## src/rtl/sq_mac_seq.sv

```systemverilog
`default_nettype none
// +----------------------------------------------------------------------+
// | Module  : sq_mac_seq                                                  |
// | Purpose : Sequential a*a + b*c with a shared shift-add multiplier,    |
// |           serial double-dabble BCD conversion and an active-low       |
// |           seven-segment driver with leading-zero blanking/overflow.   |
// | Revision: 1.0  initial release                                        |
// +----------------------------------------------------------------------+
module sq_mac_seq #(
  parameter int W    = 4,
  parameter int NDIG = 3,
  parameter int LZB  = 1
) (
  input  logic                clk,
  input  logic                rst_n,
  input  logic                start,
  input  logic [W-1:0]        a,
  input  logic [W-1:0]        b,
  input  logic [W-1:0]        c,
  output logic                busy,
  output logic                done,
  output logic [2*W:0]        result,
  output logic                ovf,
  output logic [4*NDIG-1:0]   bcd,
  output logic [8*NDIG-1:0]   hex
);

  localparam int RW = 2 * W + 1;
  localparam int BW = 4 * NDIG;
  localparam int CW = $clog2(RW + 1);

  typedef enum logic [2:0] {
    S_IDLE  = 3'd0,
    S_MUL_A = 3'd1,
    S_MUL_B = 3'd2,
    S_ADD   = 3'd3,
    S_BCD   = 3'd4,
    S_DONE  = 3'd5
  } state_t;

  state_t          state, state_nx;
  logic [W-1:0]    b_q, c_q;
  logic [2*W-1:0]  mcand;
  logic [W-1:0]    mplier;
  logic [2*W-1:0]  p1, p2;
  logic [RW-1:0]   sum_q, sum_sr;
  logic [BW-1:0]   dig;
  logic            ovf_i;
  logic [CW-1:0]   cnt;

  logic [2*W-1:0]  pp_sum;
  logic [BW-1:0]   adj;
  logic [BW-1:0]   dig_nx;
  logic            ovf_nx;
  logic [8*NDIG-1:0] hex_nx;

  logic            mul_last;
  logic            bcd_last;

  assign mul_last = (cnt == CW'(W - 1));
  assign bcd_last = (cnt == CW'(RW - 1));

  function automatic logic [7:0] seg7(input logic [3:0] d);
    case (d)
      4'd0:    seg7 = 8'hC0;
      4'd1:    seg7 = 8'hF9;
      4'd2:    seg7 = 8'hA4;
      4'd3:    seg7 = 8'hB0;
      4'd4:    seg7 = 8'h99;
      4'd5:    seg7 = 8'h92;
      4'd6:    seg7 = 8'h82;
      4'd7:    seg7 = 8'hF8;
      4'd8:    seg7 = 8'h80;
      4'd9:    seg7 = 8'h90;
      default: seg7 = 8'hFF;
    endcase
  endfunction

  // Single adder shared by both products: accumulate into p1 during MUL_A, p2 during MUL_B
  always_comb begin
    pp_sum = ((state == S_MUL_A) ? p1 : p2) + mcand;
  end

  // Double-dabble step: add 3 to nibbles >= 5, then shift in the next sum bit;
  // a 1 leaving the top nibble means the value needs more than NDIG digits
  always_comb begin
    adj = dig;
    for (int k = 0; k < NDIG; k++) begin
      if (dig[4*k +: 4] > 4'd4) adj[4*k +: 4] = dig[4*k +: 4] + 4'd3;
    end
    dig_nx = {adj[BW-2:0], sum_sr[RW-1]};
    ovf_nx = ovf_i | adj[BW-1];
  end

  // Segment codes for the value about to be published, with blanking and dash-on-overflow
  always_comb begin
    logic       seen;
    logic [3:0] dg;
    hex_nx = '0;
    seen   = 1'b0;
    dg     = 4'd0;
    for (int k = NDIG - 1; k >= 0; k--) begin
      dg = dig_nx[4*k +: 4];
      if (dg != 4'd0) seen = 1'b1;
      if (ovf_nx)
        hex_nx[8*k +: 8] = 8'hBF;
      else if ((LZB != 0) && (k != 0) && !seen)
        hex_nx[8*k +: 8] = 8'hFF;
      else
        hex_nx[8*k +: 8] = seg7(dg);
    end
  end

  // State register
  always_ff @(posedge clk or negedge rst_n) begin
    if (!rst_n) state <= S_IDLE;
    else        state <= state_nx;
  end

  // Next-state sequencing: fixed-length phases counted by cnt
  always_comb begin
    state_nx = state;
    case (state)
      S_IDLE:  if (start)    state_nx = S_MUL_A;
      S_MUL_A: if (mul_last) state_nx = S_MUL_B;
      S_MUL_B: if (mul_last) state_nx = S_ADD;
      S_ADD:                 state_nx = S_BCD;
      S_BCD:   if (bcd_last) state_nx = S_DONE;
      S_DONE:                state_nx = S_IDLE;
      default:               state_nx = S_IDLE;
    endcase
  end

  // Datapath and registered outputs; outputs only change on entry to DONE
  always_ff @(posedge clk or negedge rst_n) begin
    if (!rst_n) begin
      b_q    <= '0;
      c_q    <= '0;
      mcand  <= '0;
      mplier <= '0;
      p1     <= '0;
      p2     <= '0;
      sum_q  <= '0;
      sum_sr <= '0;
      dig    <= '0;
      ovf_i  <= 1'b0;
      cnt    <= '0;
      busy   <= 1'b0;
      done   <= 1'b0;
      result <= '0;
      ovf    <= 1'b0;
      bcd    <= '0;
      for (int k = 0; k < NDIG; k++) begin
        hex[8*k +: 8] <= ((k == 0) || (LZB == 0)) ? 8'hC0 : 8'hFF;
      end
    end else begin
      case (state)
        S_IDLE: begin
          if (start) begin
            b_q    <= b;
            c_q    <= c;
            mcand  <= {{W{1'b0}}, a};
            mplier <= a;
            p1     <= '0;
            p2     <= '0;
            cnt    <= '0;
            busy   <= 1'b1;
          end
        end
        S_MUL_A: begin
          if (mplier[0]) p1 <= pp_sum;
          if (mul_last) begin
            mcand  <= {{W{1'b0}}, b_q};
            mplier <= c_q;
            cnt    <= '0;
          end else begin
            mcand  <= mcand << 1;
            mplier <= mplier >> 1;
            cnt    <= cnt + 1'b1;
          end
        end
        S_MUL_B: begin
          if (mplier[0]) p2 <= pp_sum;
          mcand  <= mcand << 1;
          mplier <= mplier >> 1;
          cnt    <= mul_last ? '0 : cnt + 1'b1;
        end
        S_ADD: begin
          sum_q  <= {1'b0, p1} + {1'b0, p2};
          sum_sr <= {1'b0, p1} + {1'b0, p2};
          dig    <= '0;
          ovf_i  <= 1'b0;
          cnt    <= '0;
        end
        S_BCD: begin
          dig    <= dig_nx;
          ovf_i  <= ovf_nx;
          sum_sr <= sum_sr << 1;
          cnt    <= cnt + 1'b1;
          if (bcd_last) begin
            result <= sum_q;
            bcd    <= dig_nx;
            ovf    <= ovf_nx;
            hex    <= hex_nx;
            done   <= 1'b1;
          end
        end
        S_DONE: begin
          done <= 1'b0;
          busy <= 1'b0;
        end
        default: begin
          done <= 1'b0;
          busy <= 1'b0;
        end
      endcase
    end
  end

endmodule
`default_nettype wire

```

## config.mk

```make
export PLATFORM = sky130hd
export DESIGN_NAME = sq_mac_seq
export DESIGN_NICKNAME = d
export VERILOG_FILES = /design/src/rtl/sq_mac_seq.sv
export SDC_FILE = /design/constraint.sdc
export NUM_CORES = 1
export LEC_CHECK = 0
export ABC_AREA = 0
export BUFFER_PORTS_ARGS = -buffer_cell sky130_fd_sc_hd__buf_2
export CAP_MARGIN = 20
export CELL_PAD_IN_SITES_DETAIL_PLACEMENT = 0
export CELL_PAD_IN_SITES_GLOBAL_PLACEMENT = 2
export CORE_MARGIN = 1.5
export CORE_UTILIZATION = 38
export DETAILED_ROUTE_END_ITERATION = 10
export PLACE_DENSITY = 0.77
export SLEW_MARGIN = 20
export SYNTH_ARGS = -nofsm -noshare
export SYNTH_HDL_FRONTEND = slang
export SYNTH_SLANG_ARGS = --single-unit
```

## constraint.sdc

```tcl
create_clock -name clk -period 3 [get_ports clk]
set_input_delay 0.75 -clock clk [delete_from_list [all_inputs] [get_ports clk]]
set_output_delay 0.75 -clock clk [all_outputs]
set_load 0.01 [all_outputs]
```

**Word level (Yosys, flattened, before mapping)**

Memory sizes are Yosys's and may differ from the RTL's.
Index checks and enable logic that the tools add are counted.

- Register bits after elaboration: 122
- Latch bits: 0
- Memory bits (writable): 0
- Bits in read-only memories: 336
- Input port bits: 15
- Output and inout port bits: 48
- Logic and storage cells: 101
- Memories kept: 3

Memory list:

| memory | depth | width | read ports | clocked after memory_dff | write ports | RTL line | source |
|---|---|---|---|---|---|---|---|
| (no name shown) | 16 | 7 | 1 | 0 | 0 | 64 | `case (d)` |
| (no name shown) | 16 | 7 | 1 | 0 | 0 | 64 |  |
| (no name shown) | 16 | 7 | 1 | 0 | 0 | 64 |  |

- $add $sub $neg: 6
- $mul: 0
- Div/mod/pow operators: 0
- $lt $le $gt $ge: 3
- Eq/ne operators: 12
- Shift-type cells: 0
- Mux-type cells: 36
- Bitwise operators: 3
- Reductions and logical operators: 20

Operators by type and width:

| operator | number |
|---|---|
| 8-bit 2-to-1 mux | 10 |
| 8-bit one-hot mux with 2 select lines | 2 |
| 4-bit 2-to-1 mux | 7 |
| 12-bit one-hot mux with 2 select lines | 1 |
| 8-bit one-hot mux with 3 select lines | 1 |
| 9-bit one-hot mux with 2 select lines | 1 |
| 4-bit one-hot mux with 4 select lines | 1 |
| 3-bit one-hot mux with 5 select lines | 1 |
| 4-bit by 2-bit adder with 4-bit output, second input constant | 3 |
| 4-bit by 3-bit greater-than comparator with 1-bit output, second input constant | 3 |
| 3-bit 2-to-1 mux | 4 |
| 2-bit != test, second input constant | 6 |
| 4-bit one-hot mux with 3 select lines | 1 |
| 2-bit AND reduction | 6 |
| 4-bit nonzero test | 3 |
| 8-bit by 8-bit adder with 9-bit output | 1 |
| 8-bit adder | 1 |
| 4-bit OR reduction | 2 |
| 3-bit by 2-bit == test with 1-bit output, second input constant | 2 |
| 1-bit one-hot mux with 2 select lines | 3 |
| 3-bit AND reduction | 2 |
| 2-bit nonzero test | 3 |
| 4-bit by 1-bit adder with 4-bit output, second input constant | 1 |
| 4-bit by 2-bit == test with 1-bit output, second input constant | 1 |
| other kinds (10) | 14 |

**Depth between registers and ports, before layout**

Gate-level depths: netlist of the first run.

- Depth after elaboration: 7
- Depth in mapped cells: 13
- Gate-level depth less buffers: 12

**Worst setup path before layout of the first run**

No wires, ideal clock.

- Path kind: register -> register
- Start point: register state[1]
- End point: register p2[6]
- Library setup time: 0.096 ns
- Data arrival time: 2.497 ns
- Data required time: 2.904 ns
- Slack: 0.407 ns
- Cell stages (with the launch flop): 14
- Path buffers: 2
- Clock period less this slack: 2.593 ns
- Cell sequence: dfrtp_1 -> buf_2 -> nor3b_1 -> buf_2 -> mux2_2 -> ha_1 -> inv_1 -> fa_1 -> nor2b_1 -> o21ai_0 -> a21boi_0 -> o21a_1 -> o21a_1 -> o31ai_1

- Longest elaborated chain between the ends: 5
- Elaborated cells on any way between the ends: 11
- Those cells by class: add/sub (1); eq/ne (4); mux (3); reduce/logical (3)

RTL lines:

| what | RTL line | source |
|---|---|---|
| start: declaration | 41 | `state_t state, state_nx;` |
| start signal: assignment | 117 | `else state <= state_nx;` |
| 3-bit by 1-bit == test with 1-bit output | 81 | `pp_sum = ((state == S_MUL_A) ? p1 : p2) + mcand;` |
| 8-bit 2-to-1 mux | 81 |  |
| 8-bit adder | 81 |  |
| 8-bit 2-to-1 mux | 183 | `if (mplier[0]) p2 <= pp_sum;` |
| 8-bit one-hot mux with 2 select lines | 157 | `case (state)` |
| end signal: assignment | 183 |  |
| end: declaration | 45 | `logic [2*W-1:0] p1, p2;` |

Parallel ways exist; a longest one is shown, timed or not. The select of a mux whose other input is x is not followed.
A chain may end at the register's enable or synchronous reset.

**Worst setup path in the final report of the first run**

- Start point: register dig[4]
- End point: register hex[8]

- Elaborated cells on any way between the ends: 10
- Those cells by class: add/sub (1); order compare (1); mux (5); reduce/logical (2); memory (1)

RTL lines:

| what | RTL line | source |
|---|---|---|
| start: declaration | 47 | `logic [BW-1:0] dig;` |
| start signal: assignment | 196 | `dig <= dig_nx;` |
| 4-bit by 2-bit adder with 4-bit output / 4-bit by 3-bit greater-than comparator with 1-bit output (equally long branches) | 89 | `if (dig[4*k +: 4] > 4'd4) adj[4*k +: 4] = dig[4*k +: 4] + 4'd3;` |
| 4-bit 2-to-1 mux (*) | 89 |  |
| named net adj[4] | 52 | `logic [BW-1:0] adj;` |
| parallel branches: the longest is 2 deep, another holds memory 16 x 7 bit | - |  |
| 8-bit 2-to-1 mux (*) | 107 | `else if ((LZB != 0) && (k != 0) && !seen)` |
| 8-bit 2-to-1 mux (*) | 105 | `if (ovf_nx)` |
| end signal: indexed assignment | 154 | `hex[8*k +: 8] <= ((k == 0) \|\| (LZB == 0)) ? 8'hC0 : 8'hFF;` |
| end signal: assignment | 204 | `hex <= hex_nx;` |
| end: declaration | 25 | `output logic [8*NDIG-1:0] hex` |

Mark *: on every way through the listed nets, which the timed path passes.

==> results of run 1 <==
==> metal layers <==
metal	share of wire, %	vias to the layer above	global-route usage [%]
li1	-	2426	-
met1	50	2395	24.4
met2	45	93	26.5
met3	3.1	20	3.81
met4	1.6	0	6.73
met5	0	-	0
==> cells in the final DEF (no fill, tap or decap), types with 3 or more instances in the layout <==
cell type,n
a221oi_1,5
a21o_1,4
nor3b_1,3
o22a_1,11
o21a_1,9
clkinv_2,4
xnor2_1,10
o21ai_0,64
nand3_1,21
ha_1,39
nor3_1,12
a21oi_1,31
a31oi_1,3
clkbuf_1,8
nand3b_1,4
a22oi_1,7
mux2_2,18
buf_2,58
clkbuf_16,17
mux2i_1,9
conb_1,3
o31ai_1,5
and2_1,8
nand2b_1,7
inv_1,28
o22ai_1,8
nand2_1,103
dfrtp_1,104
o21bai_1,3
nor2_1,27
xor2_1,4
dfstp_2,15
buf_4,19
nor2b_1,14
a22o_1,6
==> stage by stage <==
stage	instances	worst slack, ps	power [uW]	utilization, %
floorplan	657	407	4690	-
detailed placement	916	337	5560	42.9
global placement	916	368	5480	42.9
global route	948	36.4	8010	46.3
finish	948	330	7370	46.3
CTS	948	339	7460	46.3
==> cells by family after synthesis <==
kind of cell | share of synthesized area (%)
AND/OR/NAND/NOR | 15.7
AO/OA/AOI/OAI | 17.7
flip-flops | 47.4
buffers and inverters | 4.25
adder cells (fa/ha/maj) | 8.35
multiplexers | 4.63
XOR/XNOR | 1.94
other | 0.0593
==> area by class of cell <==
class | count | area, um2
Inverter | 29 | 109
Fill cell | 1568 | 8630
Clock buffer | 27 | 483
Tap cell | 216 | 270
Clock inverter | 5 | 50.0
Multi-Input combinational cell | 474 | 3070
Sequential cell | 119 | 3000
Timing Repair Buffer | 78 | 453
==> state kept, by name (all words and copies together) (netlist names), 3 cells and up <==
signal and count:
mcand 8, p2 8, cnt 4, state 3
dig 12, b_q 4, sum_q 9, p1 8
bcd 12, result 9, hex 21, sum_sr 9
c_q 4, mplier 4
==> report_power, final <==
part | internal (uW) | total, uW | switching, uW
registers | 2050 | 2390 | 338
clock network | 1180 | 1860 | 682
logic | 1300 | 3130 | 1830
total | 4530 | 7370 | 2850
==> synthesized netlist by cell type, types with 9 or more instances <==
library cell | instances | area, um2
a21oi_1 | 31 | 155
mux2_2 | 18 | 203
nor3_1 | 12 | 60.1
o21a_1 | 9 | 67.6
dfstp_2 | 15 | 394
o22a_1 | 11 | 96.3
mux2i_1 | 9 | 90.1
dfrtp_1 | 104 | 2600
nand2_1 | 103 | 387
nor2b_1 | 14 | 87.6
clkbuf_1 | 21 | 78.8
xnor2_1 | 10 | 87.6
o21ai_0 | 64 | 320
nor2_1 | 27 | 101
ha_1 | 39 | 488
inv_1 | 28 | 105
nand3_1 | 21 | 105
==> how the worst min path moves through the flow <==
stage                     slack, ps                    end
after detailed placement        460  result[1]$_DFFE_PN0P_
after floorplan                 440  result[0]$_DFFE_PN0P_
final                           210  result[1]$_DFFE_PN0P_
after global placement          450  result[1]$_DFFE_PN0P_
after global routing            210        ovf$_DFFE_PN0P_
after CTS                       200  result[1]$_DFFE_PN0P_
==> critical path: stages, from the launching register on <==
cell and delay [ps]:
dfrtp_1 410, inv_1 210, ha_1 260, nor2b_1 70, or2_0 310, xnor2_1 330, inv_1 190, ha_1 260
a211o_1 340, o22a_1 200
==> out/summary.txt, run 1 <==
Inserted Clock Buffers: 17
worst-path fanout max: 7
Critical Path End: hex[8]$_DFFE_PN1P_
# H-tree levels: 4
n_diodes: 0
yosys warns: 0
Clock Sinks: 119
antenna-violating nets left: 0
crit path time final: 2670 ps
ys flop type: dfrtp_1
core area: 16100 um2
r2r startpoint: dig[4]$_DFFE_PN0P_
RSZ-0062 raised after global routing: false
Critical Path End Type: flip-flop
placed inst area: 6900 um2
Setup CP Type: reg2reg
total grt overflow: 0
post_cts resized: 0
Syn Area/Cell: 9.66 um2
drt drc: 0
Initial Util: 39.4%
Final Cell Area: 7430 um2
PwrDens: 992 nW/um2
routability congestion estimate: 0.833
r2r endpoint: hex[8]$_DFFE_PN1P_
post-DR wirelength/cell: 15.2 um
die area: 17400 um2
Final Hold Fails: 0
initial antenna violation count: 0
first-pass GRT wire length: 24.5 mm
number of max-cap violations: 0
Hold WC Path Type: in2async
Final Cycle Share: 89.0%
share of layout cells above drive strength 1: 19.4%
DRT iter0 DRCs: 270
final WL: 14.4 mm
final max-slew violation count: 0
Slew HR: 56.7%
register area share after synthesis: 47.4%
root buf cell: clkbuf_16
worst reg2reg setup slack: 330 ps
Worst setup SP type: flip-flop
leak pwr: 0.00354 uW
status: completed
crit path launch: dig[4]$_DFFE_PN0P_
Tot GR Track Use: 17.5%
vias in the first global route: 4831
Max Root-Sink Buffers: 2
CTS tree: yes
Layout Skew: 11.4 ps
Critical Path AT: 3010 ps
1st-pass router iterations: 5
Placement Rows: 46
Post-synth EDFFs: 0
FF+latch count, synth: 119
I/O Buffers: 59
Clock transition at path regs: 60 ps
CP Data Required Time: 3340 ps
fin nets: 775
final setup TNS: 0 ps
final setup vio count: 0
post-CTS setup repair buffer count: 0
R2R depth: 9
CTS hold repair buffers: 0
Detailed Place HPWL: 10.3 mm
routed via count: 4934
Vias/cell: 5.20
pin slew with the least headroom to its limit: 647 ps
Chip Height: 132 um
synth unique cells: 62
f_max: 375 MHz
Skew-Pair Late Insertion Delay: 420 ps
pin count of the biggest net entering global routing: 66
IO Pins: 63
worst hold margin: 209 ps
IR drop worst, VDD: 0.000560 V
Area growth syn-to-layout: 17.4%
fraction of registers with async set/reset: 100%
Die W: 132 um
Post-Syn Instances: 655
Mapped Area: 6330 um2
No activity file was read; power rests on OpenSTA's default activity.
==> run 2, diff against run 1 <==
--- a/config.mk
+++ b/config.mk
@@ -14,6 +14,7 @@
 export CORE_UTILIZATION = 38
 export DETAILED_ROUTE_END_ITERATION = 10
 export PLACE_DENSITY = 0.77
+export RECOVER_POWER = 50
 export SLEW_MARGIN = 20
 export SYNTH_ARGS = -nofsm -noshare
 export SYNTH_HDL_FRONTEND = slang
==> constraint.sdc (replaced) <==
create_clock -name clk -period 2.7 [get_ports clk]
set_input_delay 0.675 -clock clk [delete_from_list [all_inputs] [get_ports clk]]
set_output_delay 0.675 -clock clk [all_outputs]
set_load 0.01 [all_outputs]
==> run 2 against run 1 <==
  * Total power up 17%
  * Routed wire length up 0.53%
  * The run now ends with capacitance limit, slew limit left
  * Largest power group unchanged
  * Critical path depth is 3 higher
  * Cell count up 0.53%
==> out/summary.txt, run 2 (same netlist as run 1, synthesis figures left out) <==
status: finished, violations left
failing checks: capacitance limit, slew limit
first-pass GRT wire length: 24.4 mm (-0.59%)
Clock Power Share: 26.8% (+1.6 points)
vias in the first global route: 4735 (-2.0%)
Chip Height: 132 um (unchanged)
number of max-cap violations: 1 (+1)
fin nets: 780 (+0.65%)
final max-slew violation count: 64 (+64)
Clock Sinks: 119 (unchanged)
Critical Path AT: 2850 ps (-160 ps)
pin count of the biggest net entering global routing: 64 (-3.0%)
IR drop worst, VDD: 0.000599 V (+7.1%)
# H-tree levels: 4 (unchanged)
routability congestion estimate: 0.844 (+1.4%)
f_max: 395 MHz (+5.4%)
CTS tree: yes
final setup vio count: 0 (unchanged)
Max Root-Sink Buffers: 2 (unchanged)
1st-pass router iterations: 4 (-1)
DRT iter0 DRCs: 251 (-7.0%)
root buf cell: clkbuf_16
CP Data Required Time: 3020 ps (-320 ps)
Largest regs: hex x21, bcd x12, dig x12
Int Pwr: 5350 uW (+18%)
Seq. cell area: 3000 um2 (unchanged)
Initial Util: 39.4% (unchanged)
n_diodes: 0 (unchanged)
PwrDens: 1140 nW/um2 (+15%)
Skew-Pair Late Insertion Delay: 420 ps (about the same)
core area: 16100 um2 (unchanged)
pin slew with the least headroom to its limit: 1580 ps (+932 ps)
IO Pins: 63 (unchanged)
routed via count: 4880 (-1.1%)
Final Cell Area: 7540 um2 (+1.5%)
register with the most flip-flops: hex
Sw Share: 38.0% (-0.58 points)
Critical Path End Type: flip-flop
antenna-violating nets left: 0 (unchanged)
worst-path fanout max: 4 (-3)
Vias/cell: 5.12 (-1.6%)
Clock transition at path regs: 50 ps (about the same)
initial antenna violation count: 0 (unchanged)
Setup CP Type: reg2reg
filler instances: 1560 (-0.51%)
post-DR wirelength/cell: 15.2 um (about the same)
share of layout cells above drive strength 1: 19.4% (about the same)
I/O Buffers: 59 (unchanged)
Hold WC Path Type: reg2reg
Final Hold Fails: 0 (unchanged)
drt drc: 0 (unchanged)
placed inst area: 6940 um2 (+0.62%)
commonest cells after routing, fill and taps aside: dfrtp_1 (104), nand2_1 (103), o21ai_0 (63)
Worst setup SP type: flip-flop
leak pwr: 0.00354 uW (+0.14%)
Detailed Place HPWL: 10.2 mm (-0.63%)
area occupied by multi-input gates: 3120 um2 (+1.7%)
final WL: 14.5 mm (+0.53%)
Layout Skew: 7.27 ps (-4.10 ps)
commonest non-fill, non-tap cell in the layout: dfrtp_1
RSZ-0062 raised after global routing: false
Largest register FFs: 21 (unchanged)
crit path time final: 2530 ps (-137 ps)
Die W: 132 um (unchanged)
Tot GR Track Use: 17.4% (-0.092 points)
dpl cells: 920 (+0.44%)
final setup TNS: 0 ps (unchanged)
combinational share of power: 42.3% (about the same)
net switching power of the design: 3280 uW (+15%)
Slew HR: -5.31% (-62 points)
fin cells: 953 (+0.53%)
die area: 17400 um2 (unchanged)
Placement Rows: 46 (unchanged)
worst hold margin: 465 ps (+256 ps)
Inserted Clock Buffers: 17 (unchanged)
sequential power share: 30.9% (-1.5 points)
Final Cycle Share: 93.8% (+4.8 points)
Area growth syn-to-layout: 19.2%
total grt overflow: 0 (unchanged)
run 2: cell types whose count changed in the layout (fill, tap and decap cells not counted), sizes merged:
cell      previous run  this run
buf                 78        64
bufinv               1         3
clkbuf              27        42
clkinv               4         5
clkinvlp             0         1
run 2: stage by stage:
| stage | power, uW | setup slack (ps) | utilization [%] |
|---|---|---|---|
| 2_1_floorplan | 5210 | 107 | - |
| 4_1_cts | 8580 | 62.3 | 47.0 |
| 5_1_grt | 9340 | 12.9 | 47.0 |
| 6_report | 8630 | 167 | 47.0 |
| 3_3_place_gp | 6160 | 143 | 43.2 |
| 3_5_place_dp | 6230 | 73.3 | 43.2 |
run 2: path summary, 6_finish.rpt:
| kind | startpoint | end | slack [ps] | cells past startpoint |
|---|---|---|---|---|
| worst min register to register | sum_q[1]$_DFFE_PN0N_ | result[1]$_DFFE_PN0P_ | 460 | 2 |
| worst min-delay path | sum_q[1]$_DFFE_PN0N_ | result[1]$_DFFE_PN0P_ | 460 | 2 |
| worst max register to register | state[2]$_DFFE_PN0P_ | p2[6]$_DFFE_PN0P_ | 170 | 12 |
| max in group asynchronous | rst_n | cnt[2]$_DFFE_PN0P_ | 960 | 2 |
| min in group asynchronous | rst_n | ovf$_DFFE_PN0P_ | 700 | 2 |
| worst max-delay path | state[2]$_DFFE_PN0P_ | p2[6]$_DFFE_PN0P_ | 170 | 12 |
run 2: final cells by class:
| class | count | share of cell area, % |
|---|---|---|
| clock buffer | 23 | 6.34 |
| clock inverter | 9 | 1.63 |
| inverter | 29 | 1.44 |
| multi-input combinational | 474 | 41.4 |
| sequential | 119 | 39.7 |
| tap | 216 | 3.58 |
| timing repair buffer | 83 | 5.92 |
run 2: what timing repair did:
item	CTS	global route
gates resized for setup	0	12
hold buffers	0	0
setup buffers	0	1
setup endpoints to repair	0	13
run 2: power by group through the flow:
stage	combinational, uW	sequential (uW)	clock, uW
3_5_place_dp	3550	2680	0
3_3_place_gp	3490	2670	0
5_1_grt	4150	2740	2440
4_1_cts	3570	2650	2360
6_report	3650	2670	2310
2_1_floorplan	2650	2560	0
run 2: routing by layer:
metal | global-route usage [%] | routed length (um) | vias up
li1 | - | - | 2433
met1 | 24.6 | 7120 | 2337
met2 | 26.4 | 6610 | 101
met3 | 4.34 | 613 | 9
met4 | 5.00 | 130 | 0
met5 | 0 | 0 | -
run 2: critical path, stage by stage, from the launching register on:
cell and delay (ps):
dfrtp_1 380, nor3b_1 200, buf_4 160, mux2_2 340, ha_1 200, inv_1 70
fa_2 200, nor2b_1 50, o21ai_1 170, a21boi_0 110, o21a_1 180, o21a_1 180
o31ai_1 210
